File: src/rtl/core_pkg.sv
// Core-wide physical register parameters and tag types, shared by rename,
// ROB, issue queue and the free list.
package core_pkg;

    localparam int NPREG = 64;
    localparam int NARCH = 32;
    localparam int PW    = $clog2(NPREG);

    typedef logic [PW-1:0] preg_t;
    typedef logic [PW:0]   count_t;

    localparam count_t RESET_COUNT = count_t'(NPREG - NARCH);
    localparam count_t MAX_COUNT   = count_t'(NPREG - 1);
    localparam preg_t  RESET_TAIL  = preg_t'(NPREG - NARCH);

    // Tags at or above NARCH start out free; the architectural ones are mapped.
    function automatic logic [NPREG-1:0] reset_pool_mask();
        logic [NPREG-1:0] mask;
        mask = '0;
        for (int t = NARCH; t < NPREG; t++) begin
            mask[t] = 1'b1;
        end
        return mask;
    endfunction

endpackage

File: src/rtl/phys_reg_free_list_if.sv
// Allocate/release handshake between rename + ROB retirement and the
// physical register free list.
interface phys_reg_free_list_if;
    import core_pkg::*;

    logic   alloc_take;
    logic   alloc_valid;
    preg_t  alloc_preg;
    logic   rel_en_0;
    preg_t  rel_preg_0;
    logic   rel_en_1;
    preg_t  rel_preg_1;
    count_t free_count;
    logic   stall;
    logic   dbl_free_err;

    modport master (
        output alloc_take, rel_en_0, rel_preg_0, rel_en_1, rel_preg_1,
        input  alloc_valid, alloc_preg, free_count, stall, dbl_free_err
    );

    modport slave (
        input  alloc_take, rel_en_0, rel_preg_0, rel_en_1, rel_preg_1,
        output alloc_valid, alloc_preg, free_count, stall, dbl_free_err
    );

endinterface

File: src/rtl/free_list_fifo.sv
// Circular tag buffer: one read at the head, up to two compacted writes at
// the tail per cycle, with an occupancy count.
module free_list_fifo
    import core_pkg::*;
(
    input  logic   clk,
    input  logic   rst,
    input  logic   rd_en,
    input  logic   wr_en_0,
    input  preg_t  wr_data_0,
    input  logic   wr_en_1,
    input  preg_t  wr_data_1,
    output preg_t  rd_data,
    output count_t count
);

    preg_t  mem [NPREG];
    preg_t  head;
    preg_t  tail;
    preg_t  wr_idx_1;
    count_t n_written;

    // Slot 1 lands right behind slot 0 only when slot 0 actually wrote.
    assign wr_idx_1  = wr_en_0 ? tail + preg_t'(1) : tail;
    assign n_written = count_t'(wr_en_0) + count_t'(wr_en_1);
    assign rd_data   = mem[head];

    always_ff @(posedge clk or posedge rst) begin
        if (rst) begin
            for (int i = 0; i < NPREG; i++) begin
                mem[i] <= (i < NPREG - NARCH) ? preg_t'(i + NARCH) : '0;
            end
            head  <= '0;
            tail  <= RESET_TAIL;
            count <= RESET_COUNT;
        end else begin
            if (wr_en_0) mem[tail] <= wr_data_0;
            if (wr_en_1) mem[wr_idx_1] <= wr_data_1;
            if (rd_en) head <= head + preg_t'(1);
            tail  <= tail + preg_t'(n_written);
            count <= count - count_t'(rd_en) + n_written;
        end
    end

    // p0 never enters the pool, so the buffer can never hold NPREG tags.
    assert property (@(posedge clk) disable iff (rst) count <= MAX_COUNT);

endmodule

File: src/rtl/phys_reg_free_list.sv
// Physical register free list: hands fresh tags to rename and reclaims up to
// two retired tags per cycle, filtering double-frees through an in-pool bitmap.
module phys_reg_free_list
    import core_pkg::*;
(
    input logic clk,
    input logic rst,
    phys_reg_free_list_if.slave fl
);

    logic [NPREG-1:0] in_pool;
    logic [NPREG-1:0] in_pool_eff;
    logic   take;
    logic   acc_0;
    logic   acc_1;
    logic   rej_0;
    logic   rej_1;
    logic   err;
    preg_t  head_tag;
    count_t count;

    // A tag taken this cycle is already out of the pool, so releasing it in
    // the same cycle is legal and re-appends it at the tail.
    always_comb begin
        take        = fl.alloc_take && (count != '0);
        in_pool_eff = in_pool;
        if (take) in_pool_eff[head_tag] = 1'b0;

        acc_0 = fl.rel_en_0 && (fl.rel_preg_0 != '0) && !in_pool_eff[fl.rel_preg_0];
        acc_1 = fl.rel_en_1 && (fl.rel_preg_1 != '0) && !in_pool_eff[fl.rel_preg_1]
                && !(fl.rel_en_0 && (fl.rel_preg_1 == fl.rel_preg_0));
        rej_0 = fl.rel_en_0 && (fl.rel_preg_0 != '0) && !acc_0;
        rej_1 = fl.rel_en_1 && (fl.rel_preg_1 != '0) && !acc_1;
    end

    free_list_fifo u_fifo (
        .clk       (clk),
        .rst       (rst),
        .rd_en     (take),
        .wr_en_0   (acc_0),
        .wr_data_0 (fl.rel_preg_0),
        .wr_en_1   (acc_1),
        .wr_data_1 (fl.rel_preg_1),
        .rd_data   (head_tag),
        .count     (count)
    );

    always_ff @(posedge clk or posedge rst) begin
        if (rst) begin
            in_pool <= reset_pool_mask();
            err     <= 1'b0;
        end else begin
            in_pool <= in_pool_eff
                     | (NPREG'(acc_0) << fl.rel_preg_0)
                     | (NPREG'(acc_1) << fl.rel_preg_1);
            err     <= err | rej_0 | rej_1;
        end
    end

    assign fl.alloc_valid  = (count != '0);
    assign fl.alloc_preg   = head_tag;
    assign fl.free_count   = count;
    assign fl.stall        = (count == '0);
    assign fl.dbl_free_err = err;

endmodule
File: src/flat_wrapper.sv
// flat-port wrapper written by rule: the top's interface ports become plain ports
module phys_reg_free_list_flat import core_pkg::*;
  (clk, rst, fl_alloc_take, fl_rel_en_0, fl_rel_preg_0, fl_rel_en_1, fl_rel_preg_1, fl_alloc_valid, fl_alloc_preg, fl_free_count, fl_stall, fl_dbl_free_err);
  phys_reg_free_list_if fl_i ();
  input logic clk;
  input logic rst;
  input wire logic [$bits(fl_i.alloc_take)-1:0] fl_alloc_take;
  input wire logic [$bits(fl_i.rel_en_0)-1:0] fl_rel_en_0;
  input wire logic [$bits(fl_i.rel_preg_0)-1:0] fl_rel_preg_0;
  input wire logic [$bits(fl_i.rel_en_1)-1:0] fl_rel_en_1;
  input wire logic [$bits(fl_i.rel_preg_1)-1:0] fl_rel_preg_1;
  output wire logic [$bits(fl_i.alloc_valid)-1:0] fl_alloc_valid;
  output wire logic [$bits(fl_i.alloc_preg)-1:0] fl_alloc_preg;
  output wire logic [$bits(fl_i.free_count)-1:0] fl_free_count;
  output wire logic [$bits(fl_i.stall)-1:0] fl_stall;
  output wire logic [$bits(fl_i.dbl_free_err)-1:0] fl_dbl_free_err;
  assign fl_i.alloc_take = fl_alloc_take;
  assign fl_i.rel_en_0 = fl_rel_en_0;
  assign fl_i.rel_preg_0 = fl_rel_preg_0;
  assign fl_i.rel_en_1 = fl_rel_en_1;
  assign fl_i.rel_preg_1 = fl_rel_preg_1;
  assign fl_alloc_valid = fl_i.alloc_valid;
  assign fl_alloc_preg = fl_i.alloc_preg;
  assign fl_free_count = fl_i.free_count;
  assign fl_stall = fl_i.stall;
  assign fl_dbl_free_err = fl_i.dbl_free_err;
  phys_reg_free_list u_core (.clk(clk), .rst(rst), .fl(fl_i));
endmodule
File: config.mk
export PLATFORM = sky130hd
export DESIGN_NAME = phys_reg_free_list_flat
export DESIGN_NICKNAME = d
export VERILOG_FILES = /design/src/rtl/core_pkg.sv /design/src/rtl/phys_reg_free_list_if.sv /design/src/rtl/free_list_fifo.sv /design/src/rtl/phys_reg_free_list.sv /design/src/flat_wrapper.sv
export SDC_FILE = /design/constraint.sdc
export NUM_CORES = 1
export LEC_CHECK = 0
export ABC_CLOCK_PERIOD_IN_PS = 12100
export BUFFER_PORTS_ARGS = -buffer_cell sky130_fd_sc_hd__buf_2
export CORE_AREA = 8 8 273 196
export CTS_BUF_LIST = sky130_fd_sc_hd__clkbuf_8
export DETAILED_ROUTE_END_ITERATION = 10
export DIE_AREA = 0 0 281 204
export GPL_TIMING_DRIVEN = 0
export PLACE_DENSITY = 0.73
export SKIP_CTS_REPAIR_TIMING = 1
export SYNTH_ARGS = -nofsm -noshare
export SYNTH_HDL_FRONTEND = slang
export SYNTH_HIERARCHICAL = 1
export SYNTH_SLANG_ARGS = --single-unit
File: constraint.sdc
create_clock -name clk -period 12.1 [get_ports clk]
set_input_delay 0 -clock clk [delete_from_list [all_inputs] [get_ports clk]]
set_output_delay 0 -clock clk [all_outputs]
set_load 0.01 [all_outputs]
# After elaboration in Yosys (flattened, before gate mapping)
# Index checks and enable logic that the tools add are counted.
# op_classes
n_addsub	6
order_cmp	9
n_eq_ne	1
n_shift	2
n_mux	19
n_bitwise	9
n_reduce_logical	21
# op_table
cell	count
384-bit bitwise mux	2
384-bit 2-to-1 mux	2
64-bit OR	2
1-bit by 6-bit << shifter with 64-bit output	2
6-bit demux with 6-bit select	2
64-bit AND	1
64-bit 2-to-1 mux	1
64-bit NOT	1
6-bit binary-select mux with 6-bit select	1
6-bit 2-to-1 mux	5
7-bit greater-or-equal comparator, second input constant	3
6-bit by 7-bit less-than comparator with 1-bit output, second input constant	3
6-bit NOT with 7-bit output	3
7-bit by 1-bit less-than comparator with 1-bit output, second input constant	2
6-bit by 1-bit adder with 6-bit output, second input constant	2
1-bit binary-select mux with 6-bit select	2
1-bit logical AND	12
6-bit nonzero test	2
7-bit by 2-bit adder with 7-bit output	1
7-bit logical NOT	1
7-bit nonzero test	1
7-bit by 1-bit subtractor with 7-bit output	1
6-bit by 2-bit adder with 6-bit output	1
1-bit demux with 6-bit select	1
other kinds (6)	13
# word_totals
reg_bits	468
input_bits	17
out_inout_bits	16
elab_cells	136

# Depth between registers and ports, before layout
# depth
depth_word	23
mapped_depth	31
mapped_depth_nobuf	27

# Cells and area by module
# The synthesis kept the hierarchy.
# modules_own_cells
module	instances	cells_per_inst	area_each_um2	seq_area_each_um2
free_list_fifo	1	2296	22791.9	10227.3
phys_reg_free_list	1	577	4978.5	1666.6

# Worst setup path before layout
# Ideal clock, no wire load.
# synth_timing
kind	register -> register
from	register u_core.u_fifo.head[0]
to	register u_core.u_fifo.count[6]
setup_ps	125
t_arrival_ps	5922
required_time_ps	11975
slack_ps	6053
stages_incl_launch_ff	29
path_buffers	3
synth_period_minus_slack_ps	6047
path_cell_list	dfrtp_1 > buf_4 > buf_2 > mux4_2 > a211oi_1 > nand2_1 > a32o_1 > nor3b_1 > o21ai_0 > clkbuf_1 > o21ai_0 > o211ai_1 > a2111o_1 > a21oi_2 > nor3_1 > nor2_1 > ha_1 > inv_1 > ha_1 > inv_1 > ha_1 > inv_1 > fa_1 > nor2b_1 > o21ai_0 > a21boi_0 > o21a_1 > nor2_1 > xnor2_1
# synth_between
word_cells_on_any_way	23
classes_between	add/sub (2); order compare (2); mux (10); bitwise (3); reduce/logical (6)
# synth_rtl
item	line	text
start: declaration	free_list_fifo.sv:18	preg_t head;
start signal: assignment	free_list_fifo.sv:39	if (rd_en) head <= head + preg_t'(1);
6-bit NOT with 7-bit output (not written as such) (*)	free_list_fifo.sv:26	assign rd_data = mem[head];
6-bit binary-select mux with 6-bit select (*)	free_list_fifo.sv:26	
6-bit 2-to-1 mux (not written as such) (*) (2 in a row)	free_list_fifo.sv:26	
named net fl_alloc_preg[4]	flat_wrapper.sv:13	output wire logic [$bits(fl_i.alloc_preg)-1:0] fl_alloc_preg;
6-bit by 7-bit less-than comparator with 1-bit output (not written as such) / 6-bit by 1-bit greater-or-equal comparator with 1-bit output (equally long branches)	phys_reg_free_list.sv:27	if (take) in_pool_eff[head_tag] = 1'b0;
1-bit logical AND (not written as such)	phys_reg_free_list.sv:27	
1-bit 2-to-1 mux (not written as such)	phys_reg_free_list.sv:27	
1-bit demux with 6-bit select (*)	-	
[... 2 more ...]	-	
64-bit 2-to-1 mux (*)	phys_reg_free_list.sv:27	
1-bit binary-select mux with 6-bit select (*)	phys_reg_free_list.sv:29	acc_0 = fl.rel_en_0 && (fl.rel_preg_0 != '0) && !in_pool_eff[fl.rel_preg_0];
1-bit 2-to-1 mux (not written as such) (*)	phys_reg_free_list.sv:29	
1-bit logical NOT (*)	phys_reg_free_list.sv:29	
1-bit logical AND (*)	phys_reg_free_list.sv:29	
named net u_core.acc_0	phys_reg_free_list.sv:14	logic acc_0;
1-bit by 1-bit adder with 2-bit output (*)	free_list_fifo.sv:25	assign n_written = count_t'(wr_en_0) + count_t'(wr_en_1);
7-bit by 2-bit adder with 7-bit output (*)	free_list_fifo.sv:41	count <= count - count_t'(rd_en) + n_written;
end signal: assignment	free_list_fifo.sv:41	
end: declaration	free_list_fifo.sv:14	output count_t count
# Mark *: on every way through the listed nets, which the timed path passes. The rest lies on a longest branch. The select of a mux whose other input is x is not followed.
# A chain may end at the register's enable or synchronous reset.

# Worst setup path after layout
# layout_timing
from	register u_core.u_fifo.head[1]
to	register u_core/u_fifo/mem[224] in the netlist's numbering
# layout_between
elab_chain_cells	23
word_cells_on_any_way	31
classes_between	order compare (4); mux (16); bitwise (4); reduce/logical (7)
# layout_rtl
item	line	text
6-bit NOT with 7-bit output (not written as such) (*)	free_list_fifo.sv:26	
6-bit binary-select mux with 6-bit select (*)	free_list_fifo.sv:26	
6-bit 2-to-1 mux (not written as such) (*) (2 in a row)	free_list_fifo.sv:26	
6-bit by 7-bit less-than comparator with 1-bit output (not written as such) / 6-bit by 1-bit greater-or-equal comparator with 1-bit output (equally long branches)	phys_reg_free_list.sv:27	
1-bit logical AND (not written as such)	phys_reg_free_list.sv:27	
1-bit 2-to-1 mux (not written as such)	phys_reg_free_list.sv:27	
1-bit demux with 6-bit select (*)	-	
64-bit NOT (no source line) (*)	-	
[... 6 more ...]	-	
named net u_core.acc_0	phys_reg_free_list.sv:14	
6-bit 2-to-1 mux	free_list_fifo.sv:24	assign wr_idx_1 = wr_en_0 ? tail + preg_t'(1) : tail;
6-bit NOT with 7-bit output (not written as such)	free_list_fifo.sv:38	if (wr_en_1) mem[wr_idx_1] <= wr_data_1;
7-bit greater-or-equal comparator (not written as such) / 7-bit by 1-bit less-than comparator with 1-bit output (equally long branches)	free_list_fifo.sv:38	
1-bit logical AND (not written as such)	free_list_fifo.sv:38	
6-bit 2-to-1 mux (not written as such)	free_list_fifo.sv:38	
6-bit demux with 6-bit select	free_list_fifo.sv:38	
384-bit bitwise mux	free_list_fifo.sv:38	
384-bit 2-to-1 mux (*)	free_list_fifo.sv:38	
end signal: indexed assignment	free_list_fifo.sv:31	mem[i] <= (i < NPREG - NARCH) ? preg_t'(i + NARCH) : '0;
end signal: indexed assignment	free_list_fifo.sv:37	if (wr_en_0) mem[tail] <= wr_data_0;
end signal: indexed assignment	free_list_fifo.sv:38	
end: declaration	free_list_fifo.sv:17	preg_t mem [NPREG];
# Marked as above.

==> flow_summary.toml <==
[logic_synthesis]
synth-seq-cells = 468
yosysSeqAreaShare_pct = 42.8
synth_area_um2 = 27800
synth.avg_cell_area_um2 = 9.67
synth_area_leaders = "dfrtp_1 (29%), mux2i_1 (17%), dfstp_2 (14%), o21ai_0 (6.8%), nand2_1 (5.8%)"
syn-instance-count = 2873
synthFlopType = "dfrtp_1"
syn-num-nets = 2905
synth.top_cells.by_count = "mux2i_1 (476), nand2_1 (427), o21ai_0 (379)"
yosysMostFrequentCell = "mux2i_1"
synth-edff-count = 0
yosys.area.top_type = "dfrtp_1"
yosys_warnings = 6
yosysTopAreaCellShare_pct = 29.0
synthArstFlopShare_pct = 100
synthDistinctLibCells = 87

[power_and_ir_drop]
intPower_w = 0.00420
p_leak_nw = 13.5
ir_drop_uv = 173
p_clk_share_pct = 19.2
fin_total_pwr_w = 0.00749
p_switching_w = 0.00329
switching_share_pct = 43.9
p_seq_share_pct = 35.9
power_density_nw_per_um2 = 245
p_comb_share_pct = 44.9

[critical_path]
path_cells = "buf_2 > clkbuf_1 > mux4_2 > a211oi_1 > a22oi_1 > a21o_1 > clkbuf_1 > nand4b_1 > o21ai_0 > o22ai_1 > o41ai_1 > and3_1 > buf_1 > nor3_1 > nor2_1 > buf_4 > nand2b_1 > nor2_1 > nand2_1 > mux2i_1 > o21ai_0"
end_kind = "flop"
crit_path_top_delay_cell = "nor2_1"
critical-path-top-delay-family = "simple AND/OR/NAND/NOR gates"
cp.buffers_inverters = 5
cp.arrival_ps = 10770
path_max_fanout = 10
slowest_delay_ps = 1280
crit_type = "flop to flop"
start_kind = "flop"
required_ps = 12630

[die]
core-area_um2 = 49600
die_h_um = 204
pin_count = 33
start_util_pct = 55.9
die_w_um = 281
dieArea_um2 = 57300
rows = 69

[cts]
htree_levels = 3
path_clk_slew_ps = 60
cts_tree = "yes"
clock_path_buffers = 3
clock_latency_ps = 700
root_buffer = "clkbuf_8"
clock_sinks = 468
cts_made_buffers = 79

[cells_and_area]
final_design_area_no_fill_um2 = 30600
final_util_pct = 61.6
instances_no_fill = 3739
area_growth_pct = 10.1
drive_gt1_share_pct = 16.2
fin_nets = 3028

[placement]
place.gp.congestion = 1.07
io_buffers = 27
placed_cells = 3578
dp_hpwl_um = 84500
placed_area_um2 = 28900

[timing]
slew_headroom_pct = -11.4
report.final.slew_viol_count = 9
rsz0062_at_grt = "no"
fin_worst_skew_ps = 56.1
max_freq_mhz = 97.6
fin_crit_sh_pct = 84.7
setup_viol = 0
tightest_slew_ps = 1670
hold_viol = 0
layout_min_cycle_time_ps = 10240

[detailed_routing]
routed_via_density = 7.03
drt-initial-drc-count = 4163
dr.pass1.iters = 7
drc = 0
finalWirelength_um = 117000
vias = 26300
wl_per_cell_um = 31.3
postRouteAntennaNets = 0

[grt]
grt_max_degree = 128
antenna_found_initial = 2
grt_usage_pct = 40.0
grt_pass1_vias = 24600
overflow = 0
grt_pass1_wl_um = 168000

[min_path]
hold_path_class = "input port to flop"

[outcome]
status = "finished, violations left"
failed_checks = "capacitance limit, slew limit"

[run]
maxCapViolCount = 2
state kept, by name (all words and copies together), names as in the netlist:
register / cells
u_core/fl.dbl_free_err: 1
u_core/u_fifo/head: 6
u_core/u_fifo/count: 7
u_core/u_fifo/tail: 6
u_core/u_fifo/mem: 384
u_core/in_pool: 64
power by group through the flow:
stage                     logic, W  clock network [W]  registers (W)
after floorplan            0.00208                  0        0.00256
after global placement     0.00308                  0        0.00266
after detailed placement   0.00316                  0        0.00269
after CTS                  0.00316            0.00145        0.00267
after global routing       0.00348            0.00152        0.00275
final                      0.00336            0.00144        0.00269
layer usage:
| layer | vias up | GRT usage (%) | wire [um] |
|---|---|---|---|
| met3 | 403 | 21.5 | 21300 |
| met4 | 4 | 14.6 | 4800 |
| li1 | 10700 | - | - |
| met1 | 13000 | 56.9 | 47300 |
| met5 | - | 1.11 | 76 |
| met2 | 2216 | 50.0 | 43500 |
worst register-to-register path, cell delays in order, from the launching register on:
cell	delay, ps
dfrtp_1	360
buf_2	330
clkbuf_1	1110
mux4_2	480
a211oi_1	730
a22oi_1	150
a21o_1	360
clkbuf_1	240
nand4b_1	870
o21ai_0	640
o22ai_1	200
o41ai_1	510
and3_1	210
buf_1	480
nor3_1	260
nor2_1	370
buf_4	240
nand2b_1	140
nor2_1	1280
nand2_1	730
mux2i_1	310
o21ai_0	90
layout by cell type, fill, tap and decap left out, drive strengths merged, types with 8 or more instances in the layout:
master	n
o21ai	405
o211ai	45
or3	11
xor2	9
clkinv	9
or2	9
xnor2	18
and2	14
nor2b	11
nand2	435
a21o	8
mux4	51
dlygate4sd3	10
nor3	17
a21oi	104
nand3	34
ha	13
nor2	176
a211oi	15
a22oi	10
buf	173
clkbuf	218
dfrtp	322
o22ai	24
a221oi	29
o31a	8
o221ai	73
nor4	8
mux2i	476
inv	72
dfstp	146
stage by stage:
step	hold WS, ps	setup TNS, ps	setup WS (ps)
after global routing	22.0	0	2180
after CTS	-790	0	2710
after floorplan	180	0	1080
final	11.1	0	1860
after detailed placement	-75.7	0	2740
after global placement	395	-910720	-3220
final timing paths:
kind                                                   start                          endpoint  slack [ps]  cells past startpoint
setup / recovery           u_core/u_fifo/head[1]$_DFFE_PP0P_  u_core/u_fifo/mem[224]$_DFF_PP0_        1860                     21
min in group asynchronous                                rst      u_core/in_pool[16]$_DFF_PP0_         450                      4
max in group asynchronous                                rst  u_core/u_fifo/mem[166]$_DFF_PP0_        9870                      6
hold / removal                                 fl_alloc_take      u_core/in_pool[50]$_DFF_PP1_          10                      5
setup reg to reg           u_core/u_fifo/head[1]$_DFFE_PP0P_  u_core/u_fifo/mem[224]$_DFF_PP0_        1860                     21
hold reg to reg                  u_core/in_pool[0]$_DFF_PP0_       u_core/in_pool[0]$_DFF_PP0_         520                      1
layout make-up:
class                   count  area (um^2)
fillers                  4131        19100
multi-input cells        2107        14500
flip-flops and latches    468        11900
clock buffers              91         1250
plain buffers             268         1230
well taps                 674          843
repair buffers             42          359
clock inverters            56          304
inverters                  30          123
diodes                      3         7.51
logic make-up (layout without fill, tap and decap cells):
logic type               count (synthesis)  count (layout)  synth area share [%]
AO/OA/AOI/OAI                          776             776                  17.4
AND/OR/NAND/NOR                        762             762                  12.0
multiplexers                           527             527                  21.3
flip-flops                             468             468                  42.8
buffers and inverters                  298             487                  4.85
XOR/XNOR                                27              27                 0.879
adder cells (fa/ha/maj)                 15              15                 0.730
other                                    0               3                     0
(Power assumes the default switching activity.)
